### config.mk
export PLATFORM = sky130hd
export DESIGN_NAME = mpc
export DESIGN_NICKNAME = d
export VERILOG_FILES = /design/src/rtl/mpc_pkg.sv /design/src/rtl/mpc_wb_regs.sv /design/src/rtl/mpc.sv
export SDC_FILE = /design/constraint.sdc
export NUM_CORES = 1
export LEC_CHECK = 0
export ABC_AREA = 1
export CORE_MARGIN = 3
export CORE_UTILIZATION = 45
export DETAILED_ROUTE_END_ITERATION = 8
export PLACE_DENSITY = 0.78
export SYNTH_ARGS = -nofsm -noshare
export SYNTH_HDL_FRONTEND = slang
export SYNTH_SLANG_ARGS = --single-unit
### constraint.sdc
create_clock -name wb_clk_i -period 2.16 [get_ports wb_clk_i]
set_input_delay 0.54 -clock wb_clk_i [delete_from_list [all_inputs] [get_ports wb_clk_i]]
set_output_delay 0.54 -clock wb_clk_i [all_outputs]
set_load 0.1 [all_outputs]
### src/rtl/mpc_pkg.sv
// mpc_pkg: shared configuration codes, register indices and pad bank widths for mpc
package mpc_pkg;
    localparam logic [1:0] CFG_SAFE  = 2'd0;
    localparam logic [1:0] CFG_GPIO  = 2'd1;
    localparam logic [1:0] CFG_COUNT = 2'd2;
    localparam logic [1:0] CFG_ADD   = 2'd3;
    localparam logic [3:0] REG_EAST_OUT  = 4'd0;
    localparam logic [3:0] REG_WEST_OUT  = 4'd1;
    localparam logic [3:0] REG_NORTH_OUT = 4'd2;
    localparam logic [3:0] REG_EAST_OE   = 4'd3;
    localparam logic [3:0] REG_WEST_OE   = 4'd4;
    localparam logic [3:0] REG_NORTH_OE  = 4'd5;
    localparam logic [3:0] REG_PADIN_EW  = 4'd6;
    localparam logic [3:0] REG_PADIN_N   = 4'd7;
    localparam logic [3:0] REG_CFG_OVR   = 4'd8;
    localparam int EAST_W  = 14;
    localparam int WEST_W  = 14;
    localparam int NORTH_W = 10;
    function automatic logic [31:0] byte_merge(input logic [31:0] old, input logic [31:0] wdat, input logic [3:0] sel);
        logic [31:0] m;
        m = old;
        for (int b = 0; b < 4; b++) m[8*b +: 8] = sel[b] ? wdat[8*b +: 8] : old[8*b +: 8];
        return m;
    endfunction
endpackage

### src/rtl/mpc_wb_regs.sv
// mpc_wb_regs: Wishbone classic slave and pad register file; CFG_OVR exists only with MPC_CFG_OVR_EN
module mpc_wb_regs
    import mpc_pkg::*;
#(
    parameter logic [31:0] BASE_ADDR = 32'h3000_0000
) (
    input  logic               clk,
    input  logic               rst,
    input  logic               i_stb,
    input  logic               i_cyc,
    input  logic               i_we,
    input  logic [3:0]         i_sel,
    input  logic [31:0]        i_dat,
    input  logic [31:0]        i_adr,
    input  logic [EAST_W-1:0]  i_east,
    input  logic [WEST_W-1:0]  i_west,
    input  logic [NORTH_W-1:0] i_north,
    input  logic [EAST_W-1:0]  i_cnt,
    input  logic [1:0]         i_cfg,
    output logic               o_ack,
    output logic [31:0]        o_dat,
    output logic [EAST_W-1:0]  o_east_out,
    output logic [WEST_W-1:0]  o_west_out,
    output logic [NORTH_W-1:0] o_north_out,
    output logic [EAST_W-1:0]  o_east_oe,
    output logic [WEST_W-1:0]  o_west_oe,
    output logic [NORTH_W-1:0] o_north_oe,
    output logic [1:0]         o_cfg
);
    logic               r_ack;
    logic [31:0]        r_dat;
    logic [EAST_W-1:0]  r_east_out, r_east_oe;
    logic [WEST_W-1:0]  r_west_out, r_west_oe;
    logic [NORTH_W-1:0] r_north_out, r_north_oe;
    logic               w_req, w_hit, w_unused;
    logic [3:0]         w_idx;
    logic [31:0]        w_rd, w_wd;
`ifdef MPC_CFG_OVR_EN
    logic [2:0]         r_ovr;
`endif
    assign w_req = i_stb & i_cyc & ~r_ack;
    assign w_hit = i_adr[31:6] == BASE_ADDR[31:6];
    assign w_idx = i_adr[5:2];
    always_comb begin
        w_rd = '0;
        if (w_hit)
            case (w_idx)
                REG_EAST_OUT:  w_rd = 32'(r_east_out);
                REG_WEST_OUT:  w_rd = 32'(r_west_out);
                REG_NORTH_OUT: w_rd = 32'(r_north_out);
                REG_EAST_OE:   w_rd = 32'(r_east_oe);
                REG_WEST_OE:   w_rd = 32'(r_west_oe);
                REG_NORTH_OE:  w_rd = 32'(r_north_oe);
                REG_PADIN_EW:  w_rd = {2'b0, i_west, 2'b0, i_east};
                REG_PADIN_N:   w_rd = {2'b0, i_cnt, 6'b0, i_north};
`ifdef MPC_CFG_OVR_EN
                REG_CFG_OVR:   w_rd = 32'(r_ovr);
`endif
                default:       w_rd = '0;
            endcase
    end
    // Byte-lane merge over the current register value, so unselected lanes keep their contents
    assign w_wd = byte_merge(w_rd, i_dat, i_sel);
    assign w_unused = &{1'b0, i_adr[1:0], w_wd[31:EAST_W]};
    always_ff @(posedge clk) begin
        if (rst) begin
            r_ack       <= 1'b0;
            r_dat       <= '0;
            r_east_out  <= '0;
            r_west_out  <= '0;
            r_north_out <= '0;
            r_east_oe   <= '0;
            r_west_oe   <= '0;
            r_north_oe  <= '0;
`ifdef MPC_CFG_OVR_EN
            r_ovr       <= '0;
`endif
        end else begin
            r_ack <= w_req;
            if (w_req && !i_we) r_dat <= w_rd;
            if (w_req && i_we && w_hit)
                case (w_idx)
                    REG_EAST_OUT:  r_east_out  <= w_wd[EAST_W-1:0];
                    REG_WEST_OUT:  r_west_out  <= w_wd[WEST_W-1:0];
                    REG_NORTH_OUT: r_north_out <= w_wd[NORTH_W-1:0];
                    REG_EAST_OE:   r_east_oe   <= w_wd[EAST_W-1:0];
                    REG_WEST_OE:   r_west_oe   <= w_wd[WEST_W-1:0];
                    REG_NORTH_OE:  r_north_oe  <= w_wd[NORTH_W-1:0];
`ifdef MPC_CFG_OVR_EN
                    REG_CFG_OVR:   r_ovr       <= w_wd[2:0];
`endif
                    default: ;
                endcase
        end
    end
`ifdef MPC_CFG_OVR_EN
    assign o_cfg = r_ovr[2] ? r_ovr[1:0] : i_cfg;
`else
    assign o_cfg = i_cfg;
`endif
    assign o_ack       = r_ack;
    assign o_dat       = r_dat;
    assign o_east_out  = r_east_out;
    assign o_west_out  = r_west_out;
    assign o_north_out = r_north_out;
    assign o_east_oe   = r_east_oe;
    assign o_west_oe   = r_west_oe;
    assign o_north_oe  = r_north_oe;
endmodule

### src/rtl/mpc.sv
// mpc: multi-project pad controller (safe/GPIO/counter/adder pad mux); MPC_CFG_OVR_EN enables the CFG_OVR register
module mpc
    import mpc_pkg::*;
#(
    parameter logic [31:0] BASE_ADDR = 32'h3000_0000
) (
    input  logic               wb_clk_i,
    input  logic               wb_rst_i,
    input  logic [1:0]         configuration,
    input  logic [EAST_W-1:0]  IO_east_i,
    output logic [EAST_W-1:0]  IO_east_o,
    output logic [EAST_W-1:0]  IO_east_oe,
    input  logic [WEST_W-1:0]  IO_west_i,
    output logic [WEST_W-1:0]  IO_west_o,
    output logic [WEST_W-1:0]  IO_west_oe,
    input  logic [NORTH_W-1:0] IO_north_i,
    output logic [NORTH_W-1:0] IO_north_o,
    output logic [NORTH_W-1:0] IO_north_oe,
    input  logic               wbs_stb_i,
    input  logic               wbs_cyc_i,
    input  logic               wbs_we_i,
    input  logic [3:0]         wbs_sel_i,
    input  logic [31:0]        wbs_dat_i,
    input  logic [31:0]        wbs_adr_i,
    output logic               wbs_ack_o,
    output logic [31:0]        wbs_dat_o
);
    logic [EAST_W-1:0]  r_cnt, r_east_o, r_east_oe, w_east_out, w_east_oe, w_east_o_n, w_east_oe_n;
    logic [WEST_W-1:0]  r_west_o, r_west_oe, w_west_out, w_west_oe, w_west_o_n, w_west_oe_n;
    logic [NORTH_W-1:0] r_north_o, r_north_oe, w_north_out, w_north_oe, w_north_o_n, w_north_oe_n, w_sum;
    logic [1:0]         w_cfg;
    mpc_wb_regs #(.BASE_ADDR(BASE_ADDR)) u_regs (
        .clk(wb_clk_i), .rst(wb_rst_i),
        .i_stb(wbs_stb_i), .i_cyc(wbs_cyc_i), .i_we(wbs_we_i), .i_sel(wbs_sel_i),
        .i_dat(wbs_dat_i), .i_adr(wbs_adr_i),
        .i_east(IO_east_i), .i_west(IO_west_i), .i_north(IO_north_i),
        .i_cnt(r_cnt), .i_cfg(configuration),
        .o_ack(wbs_ack_o), .o_dat(wbs_dat_o),
        .o_east_out(w_east_out), .o_west_out(w_west_out), .o_north_out(w_north_out),
        .o_east_oe(w_east_oe), .o_west_oe(w_west_oe), .o_north_oe(w_north_oe),
        .o_cfg(w_cfg)
    );
    assign w_sum = IO_east_i[NORTH_W-1:0] + IO_west_i[NORTH_W-1:0];
    always_comb begin
        w_east_o_n   = w_cfg == CFG_GPIO ? w_east_out : w_cfg == CFG_COUNT ? r_cnt : '0;
        w_east_oe_n  = w_cfg == CFG_GPIO ? w_east_oe : w_cfg == CFG_COUNT ? '1 : '0;
        w_west_o_n   = w_cfg == CFG_GPIO ? w_west_out : w_cfg == CFG_COUNT ? ~r_cnt : '0;
        w_west_oe_n  = w_cfg == CFG_GPIO ? w_west_oe : w_cfg == CFG_COUNT ? '1 : '0;
        w_north_o_n  = w_cfg == CFG_GPIO ? w_north_out : w_cfg == CFG_COUNT ? r_cnt[EAST_W-1:EAST_W-NORTH_W] :
                       w_cfg == CFG_ADD ? w_sum : '0;
        w_north_oe_n = w_cfg == CFG_GPIO ? w_north_oe : (w_cfg == CFG_COUNT || w_cfg == CFG_ADD) ? '1 : '0;
    end
    always_ff @(posedge wb_clk_i) begin
        if (wb_rst_i) begin
            r_cnt      <= '0;
            r_east_o   <= '0;
            r_east_oe  <= '0;
            r_west_o   <= '0;
            r_west_oe  <= '0;
            r_north_o  <= '0;
            r_north_oe <= '0;
        end else begin
            r_cnt      <= r_cnt + 1'b1;
            r_east_o   <= w_east_o_n;
            r_east_oe  <= w_east_oe_n;
            r_west_o   <= w_west_o_n;
            r_west_oe  <= w_west_oe_n;
            r_north_o  <= w_north_o_n;
            r_north_oe <= w_north_oe_n;
        end
    end
    assign IO_east_o   = r_east_o;
    assign IO_east_oe  = r_east_oe;
    assign IO_west_o   = r_west_o;
    assign IO_west_oe  = r_west_oe;
    assign IO_north_o  = r_north_o;
    assign IO_north_oe = r_north_oe;
endmodule

== After elaboration in Yosys (flattened, before gate mapping) ==
Cells that the tools add are included.

* Bits in registers: 197
* Input port bits: 113
* Output and inout port bits: 109
* Word-level logic and storage cells: 60

* Muxes and demuxes: 16
* Add/subtract/negate cells: 2
* Reductions and logical operators: 12
* Bitwise operators: 4
* Eq/ne operators: 11

{| class="wikitable"
|+ Operators by type and width
! operator !! number
|-
| case mux 30 bit (8 select lines) || 1
|-
| 2-to-1 mux 14 bit || 7
|-
| 2-to-1 mux 10 bit || 5
|-
| 2-to-1 mux 30 bit || 1
|-
| equality test 26 x 24 -> 1 bit (second input constant) || 1
|-
| equality test 4 x 3 -> 1 bit (second input constant) || 4
|-
| adder 14 x 1 -> 14 bit (second input constant) || 1
|-
| inverter 14 bit || 1
|-
| AND reduction 2 bit || 6
|-
| adder 10 bit || 1
|-
| equality test 4 x 2 -> 1 bit (second input constant) || 2
|-
| 2-to-1 mux 8 bit || 1
|-
| 2-to-1 mux 6 bit || 1
|-
| equality test 2 bit (second input constant) || 2
|-
| equality test 4 x 1 -> 1 bit (second input constant) || 1
|-
| zero test 4 bit || 1
|-
| logical AND 1 bit || 3
|-
| bitwise AND 1 bit || 2
|-
| equality test 2 x 1 -> 1 bit (second input constant) || 1
|-
| zero test 1 bit || 1
|-
| logical OR 1 bit || 1
|-
| inverter 1 bit || 1
|}

== Depth between registers and ports, before layout ==
* Depth in word-level cells: 5
* Mapped depth: 11
* Gate-level depth less buffers: 11

== Modules after synthesis ==
Synthesis repeated with hierarchy kept, for this count alone.

* Cells, all modules: 1436
* Area total of the unflattened synthesis: 9678.0 um^2

{| class="wikitable"
|+ Modules (own cells, without submodules)
! module !! area each (um^2) !! times used !! cells an instance !! sequential area each (um^2)
|-
| mpc_wb_regs || 6055.8 || 1 || 966 || 2102.0
|-
| mpc || 3622.2 || 1 || 470 || 1801.7
|}

== Worst setup path before layout ==
OpenSTA, ideal clock, no wires.

* Path kind: reg2reg
* Start point: register u_regs.r_ack (netlist: u_regs.o_ack)
* End point: register u_regs.r_dat[10] (netlist: u_regs.o_dat[10])
* Arrival time: 2010 ps
* Path slack: 80 ps
* Path buffers: 2
* Data required time: 2090 ps
* Period minus slack after synthesis: 2080 ps
* Library setup time: 70 ps
* Stages on the path, launching flop included: 9
* Cells stage by stage: dfxtp_1 -> nor2_2 -> inv_1 -> nor2_2 -> inv_1 -> buf_2 -> buf_2 -> nand2_1 -> a21oi_1

* Word-level cells in the longest chain between the ends: 3

{| class="wikitable"
|+ RTL lines
! what !! RTL line !! RTL
|-
| start, declared || mpc_wb_regs.sv:30 || <nowiki>logic r_ack;</nowiki>
|-
| start signal, assigned || mpc_wb_regs.sv:79 || <nowiki>r_ack <= w_req;</nowiki>
|-
| inverter 1 bit || mpc_wb_regs.sv:41 || <nowiki>assign w_req = i_stb & i_cyc & ~r_ack;</nowiki>
|-
| bitwise AND 1 bit || mpc_wb_regs.sv:41 ||
|-
| logical AND 1 bit || mpc_wb_regs.sv:80 || <nowiki>if (w_req && !i_we) r_dat <= w_rd;</nowiki>
|-
| end signal, assigned || mpc_wb_regs.sv:80 ||
|-
| end, declared || mpc_wb_regs.sv:31 || <nowiki>logic [31:0] r_dat;</nowiki>
|}

Every way passes these cells.
A chain may end at the register's enable or synchronous reset.

== Final worst setup path ==
* Start point: input port wbs_adr_i[2]
* End point: register u_regs.r_north_out[6] (netlist: u_regs.o_north_out[6])

* Word-level cells in the longest chain between the ends: 4
* Elaborated cells on any way between the ends: 12
* Classes of those cells: 7 x eq/ne; 3 x mux; 2 x reduce/logical

{| class="wikitable"
|+ RTL lines
! what !! RTL line !! RTL
|-
| start, declared || mpc.sv:24 || <nowiki>input logic [31:0] wbs_adr_i,</nowiki>
|-
| equality test 4 x 3 -> 1 bit, or another cell as far along || mpc_wb_regs.sv:47 || <nowiki>case (w_idx)</nowiki>
|-
| case mux 30 bit (8 select lines) || mpc_wb_regs.sv:47 ||
|-
| 2-to-1 mux 30 bit || mpc_wb_regs.sv:46 || <nowiki>if (w_hit)</nowiki>
|-
| 2-to-1 mux 8 bit || mpc_pkg.sv:22 || <nowiki>for (int b = 0; b < 4; b++) m[8*b +: 8] = sel[b] ? wdat[8*b +: 8] : old[8*b +: 8];</nowiki>
|-
| end signal, assigned || mpc_wb_regs.sv:85 || <nowiki>REG_NORTH_OUT: r_north_out <= w_wd[NORTH_W-1:0];</nowiki>
|-
| end, declared || mpc_wb_regs.sv:34 || <nowiki>logic [NORTH_W-1:0] r_north_out, r_north_oe;</nowiki>
|}

Parallel ways exist; a longest one is shown, timed or not.

==> metrics list <==
- Entering global routing, the biggest net connects 58 pins.
- Postcts setup bufs: 0
- Counting the fill cells in the layout gives 1888.
- Across the whole layout, storage elements account for 3900 um^2.
* Sequence of cells on the critical path: clkdlybuf4s50_1, nand2_2, buf_4, nor2_4, nand2_1, nand2_1, nor2_1, nand2_1, nand3_2, nand3_1, nand2_1, inv_1
* Placer Congestion: 0.985
* Number of inserted diodes: 0
* Clock buffers created by TritonCTS: 17
* Post-synth EDFFs: 0
- In this run, the number of DRC markers left after iteration 0 of detailed routing was 1188.
* Vias in the first global route: 9719
* Vias per Instance: 5.22
* Total setup violations reported at the end of the flow: 0
* Clock latency at the later pin of the worst-skew pair: 440 ps
* Area share of fa/ha/maj cells after synthesis: 1.50%
- The first global-routing pass estimated 52000 um of wire.
* Clk Tree Root Cell: sky130_fd_sc_hd__clkbuf_16
* Die width: 153 um
- Global routing usage on met1: 36.6%
- The worst setup path is captured at a register.
- The worst path needs 2050 ps of the cycle, external delays included.
* Synth Warn #: 0
- Post-synthesis instance area: 9660 um^2
* Area of the core region: 20700 um^2
- From synthesis to final layout, the design area changed by 36.4%.
- Netlist cell types: 39
* Largest family of logic cells by synthesized area: simple AND/OR/NAND/NOR gates
* Relative slew slack: 66.7%
* Initial Utilization: 46.7%
* Total number of placement rows: 52
- Number of nets still failing antenna checks after routing: 0
* Slew Viols, Final: 0
* Die ar.: 23300 um^2
- Summing the areas of all compound-gate instances in the mapped netlist gives 11.4% of the synthesized area.
- Final setup margin: 115 ps
- The slowest stage of the critical path belongs to the cell sky130_fd_sc_hd__clkdlybuf4s50_1.
- OpenSTA, run right after detailed placement, puts the worst setup slack at -335 ps.
- Sequential cells were found to cover 40.4% of the synthesized design area.
- Cell depth of the worst hold path: 2
* Clock sink total: 195
* Worst Path Buf+Inv: 3
* Total I/O pin count: 222
- The flow ran to the end, and the final reports show no timing, DRC or antenna violations.
- Counting every instance in the synthesized netlist gives 1439.
- The number of hold buffers added after CTS was 0.
- Area occupied by multi-input gates: 4620 um^2
- Among all flip-flop cells after synthesis, the most frequent one is sky130_fd_sc_hd__dfxtp_1.
- Routed vias: 10400
- Max FO, Critical Path: 6
* Post-synthesis mux area share: 0%
* Synth Area in XOR/XNOR: 0.272%
- Length of the first detailed-routing pass in iterations: 7
- Measured in cells, the most critical reg-to-reg path has a length of 8.
* Final critical-path share of the clock period: 94.7%
- Lkg Pwr: 6.03 nW
- Area share of the leading cell type in the synthesized netlist: 40.4%
- Half-perimeter wire length of the detailed placement result: 25700 um
* Top achievable clock speed: 0.489 GHz
* Number of levels in the clock H-tree: 4
* Clock-pin transition on the worst setup and hold timing paths: 70 ps
* Maximum count of clock buffers along a single path: 2
- Total power divided by cell area: 630 nW/um^2
- Final standard cell utilization of the core: 63.7%
- The final layout contains 1834 nets.
* Number of standard cells in the final layout excluding fillers: 1992
- # DRC: 0
* Data arrival time of the worst path: 2430 ps
- After detailed placement, the design holds a cell count of 1961.
- sky130_fd_sc_hd__nand2_1 is the most common cell in the netlist.
- Across the routed clock network, the largest skew measured is 13.5 ps.
- In this run the worst hold path is classified as reg2reg.
- In the synthesized netlist the async set-or-reset flop fraction comes to 0%.
- Counting flops and latches in the post-synthesis netlist gives 195.
- Data required time of the critical path: 2540 ps
* Global-route met3 utilization: 4.23%
* VDD IR-drop max: 0.000536 V
- The number of endpoints with negative hold slack in the final report came to 0.
- Fraction of final layout cells sized beyond drive strength 1: 18.6%
- During placement, the flow inserted port buffers numbering 195.
* Cell family with most CP delay: simple AND/OR/NAND/NOR gates
- In the global route stage, met2 resource usage came out at 46.4%.
* WP depth: 12
- Max-capacitance violation count: 0
- Cells taking the most area after synthesis: sky130_fd_sc_hd__dfxtp_1, sky130_fd_sc_hd__nand2_1, sky130_fd_sc_hd__nand3_1, sky130_fd_sc_hd__a21oi_1, sky130_fd_sc_hd__inv_1
* TritonCTS clock tree: done
- Biggest cell delay along the critical path: 550 ps
* Slew at the pin closest to its max-slew limit: 499 ps
* Kind of critical path: in2reg
- Total routed wirelength: 33500 um
* Crit-path most repeated cell: sky130_fd_sc_hd__nand2_1
* Cell taking the most area after synthesis: sky130_fd_sc_hd__dfxtp_1
- STA classifies the critical path startpoint as a primary input.
- Post-Synth Simple-Gate Area: 34.3%
- GRT Max-Usage Layer: met2
* Antenna violations before repair: 0
- The commonest cells after synthesis are sky130_fd_sc_hd__nand2_1, sky130_fd_sc_hd__dfxtp_1, sky130_fd_sc_hd__nand3_1.
- Remaining global-route overflow: 0
- Die boundary height: 153 um
- Average routed wire per standard cell: 16.8 um
- Global routing consumed, over all layers together, 27.8% of the routing resources.
- Post-synthesis average cell area: 6.71 um^2
cell usage in the layout (no fill, tap or decap), drive strengths merged, types with 3 or more instances in the layout:
cell type and count:
a21oi 174, a31oi 5, buf 233, clkbuf 18, clkdlybuf4s50 88, clkinv 13, conb 4, dfxtp 195
ha 10, inv 206, nand2 380, nand3 213, nand3b 3, nand4 8, nor2 116, nor3 7
o21ai 32
cell families after synthesis:
group | Yosys count
buf+inv | 282
fa+ha+maj | 11
other cells | 1
simple gates | 731
xor+xnor | 3
compound gates | 216
flops | 195
registers in the layout (all words and copies together) (netlist names), 14 cells and up:
name,flops
IO_east_o,14
IO_east_oe,14
IO_west_o,14
IO_west_oe,14
r_cnt,14
u_regs.o_dat,28
u_regs.o_east_oe,14
u_regs.o_east_out,14
u_regs.o_west_oe,14
u_regs.o_west_out,14
report_power, final:
group          total [mW]  switching [mW]  internal (mW)
Sequential           3.67          0.0214           3.65
Combinational        1.41           0.921          0.486
Clock                3.22            1.47           1.75
Total                8.30            2.41           5.89
final cells by class:
cell class,count,share of cell area (%)
timing repair buffer,322,22.4
multi-input combinational,965,35.1
clock inverter,13,1.11
inverter,209,5.96
tap,270,2.56
sequential,195,29.6
clock buffer,18,3.33
final timing paths:
kind	startpoint	endpoint	slack [ps]
worst min register to register	u_regs.o_west_oe[10]$_SDFFE_PP0P_	IO_west_oe[10]$_SDFF_PP0_	460
worst min-delay path	u_regs.o_west_oe[10]$_SDFFE_PP0P_	IO_west_oe[10]$_SDFF_PP0_	460
worst max-delay path	wbs_adr_i[2]	u_regs.o_north_out[6]$_SDFFE_PP0P_	110
worst max register to register	r_cnt[0]$_SDFF_PP0_	r_cnt[10]$_SDFF_PP0_	540
stage by stage:
stage / setup TNS, ps / total power, mW / cell area, um^2 / hold slack [ps]
global route: -14.3 / 8.53 / 13200 / 484
floorplan: 0 / 4.55 / 9670 / 441
CTS: 0 / 8.30 / 13200 / 463
finish: 0 / 8.30 / 13200 / 460
detailed placement: -27440 / 5.15 / 12600 / 454
global placement: -24650 / 5.14 / 12600 / 449
worst reg2reg max path, delay by kind of cell, from the launching register on:
kind | cells | cell delay (ps)
compound gates | 2 | 200
simple gates | 5 | 660
fa+ha+maj | 1 | 220
flops | 1 | 410
layer usage:
layer | vias up | part of all wire [%]
met5 | - | 0
met4 | 0 | 3.4
met3 | 69 | 8.5
met2 | 503 | 48
met1 | 4727 | 40
li1 | 5096 | -
repair_timing:
item	4_1_cts	5_1_grt
resized for setup	0	6
endpoints found under the hold margin	0	0
setup endpoints to repair	0	29
Power figures use the tool's default switching activity.
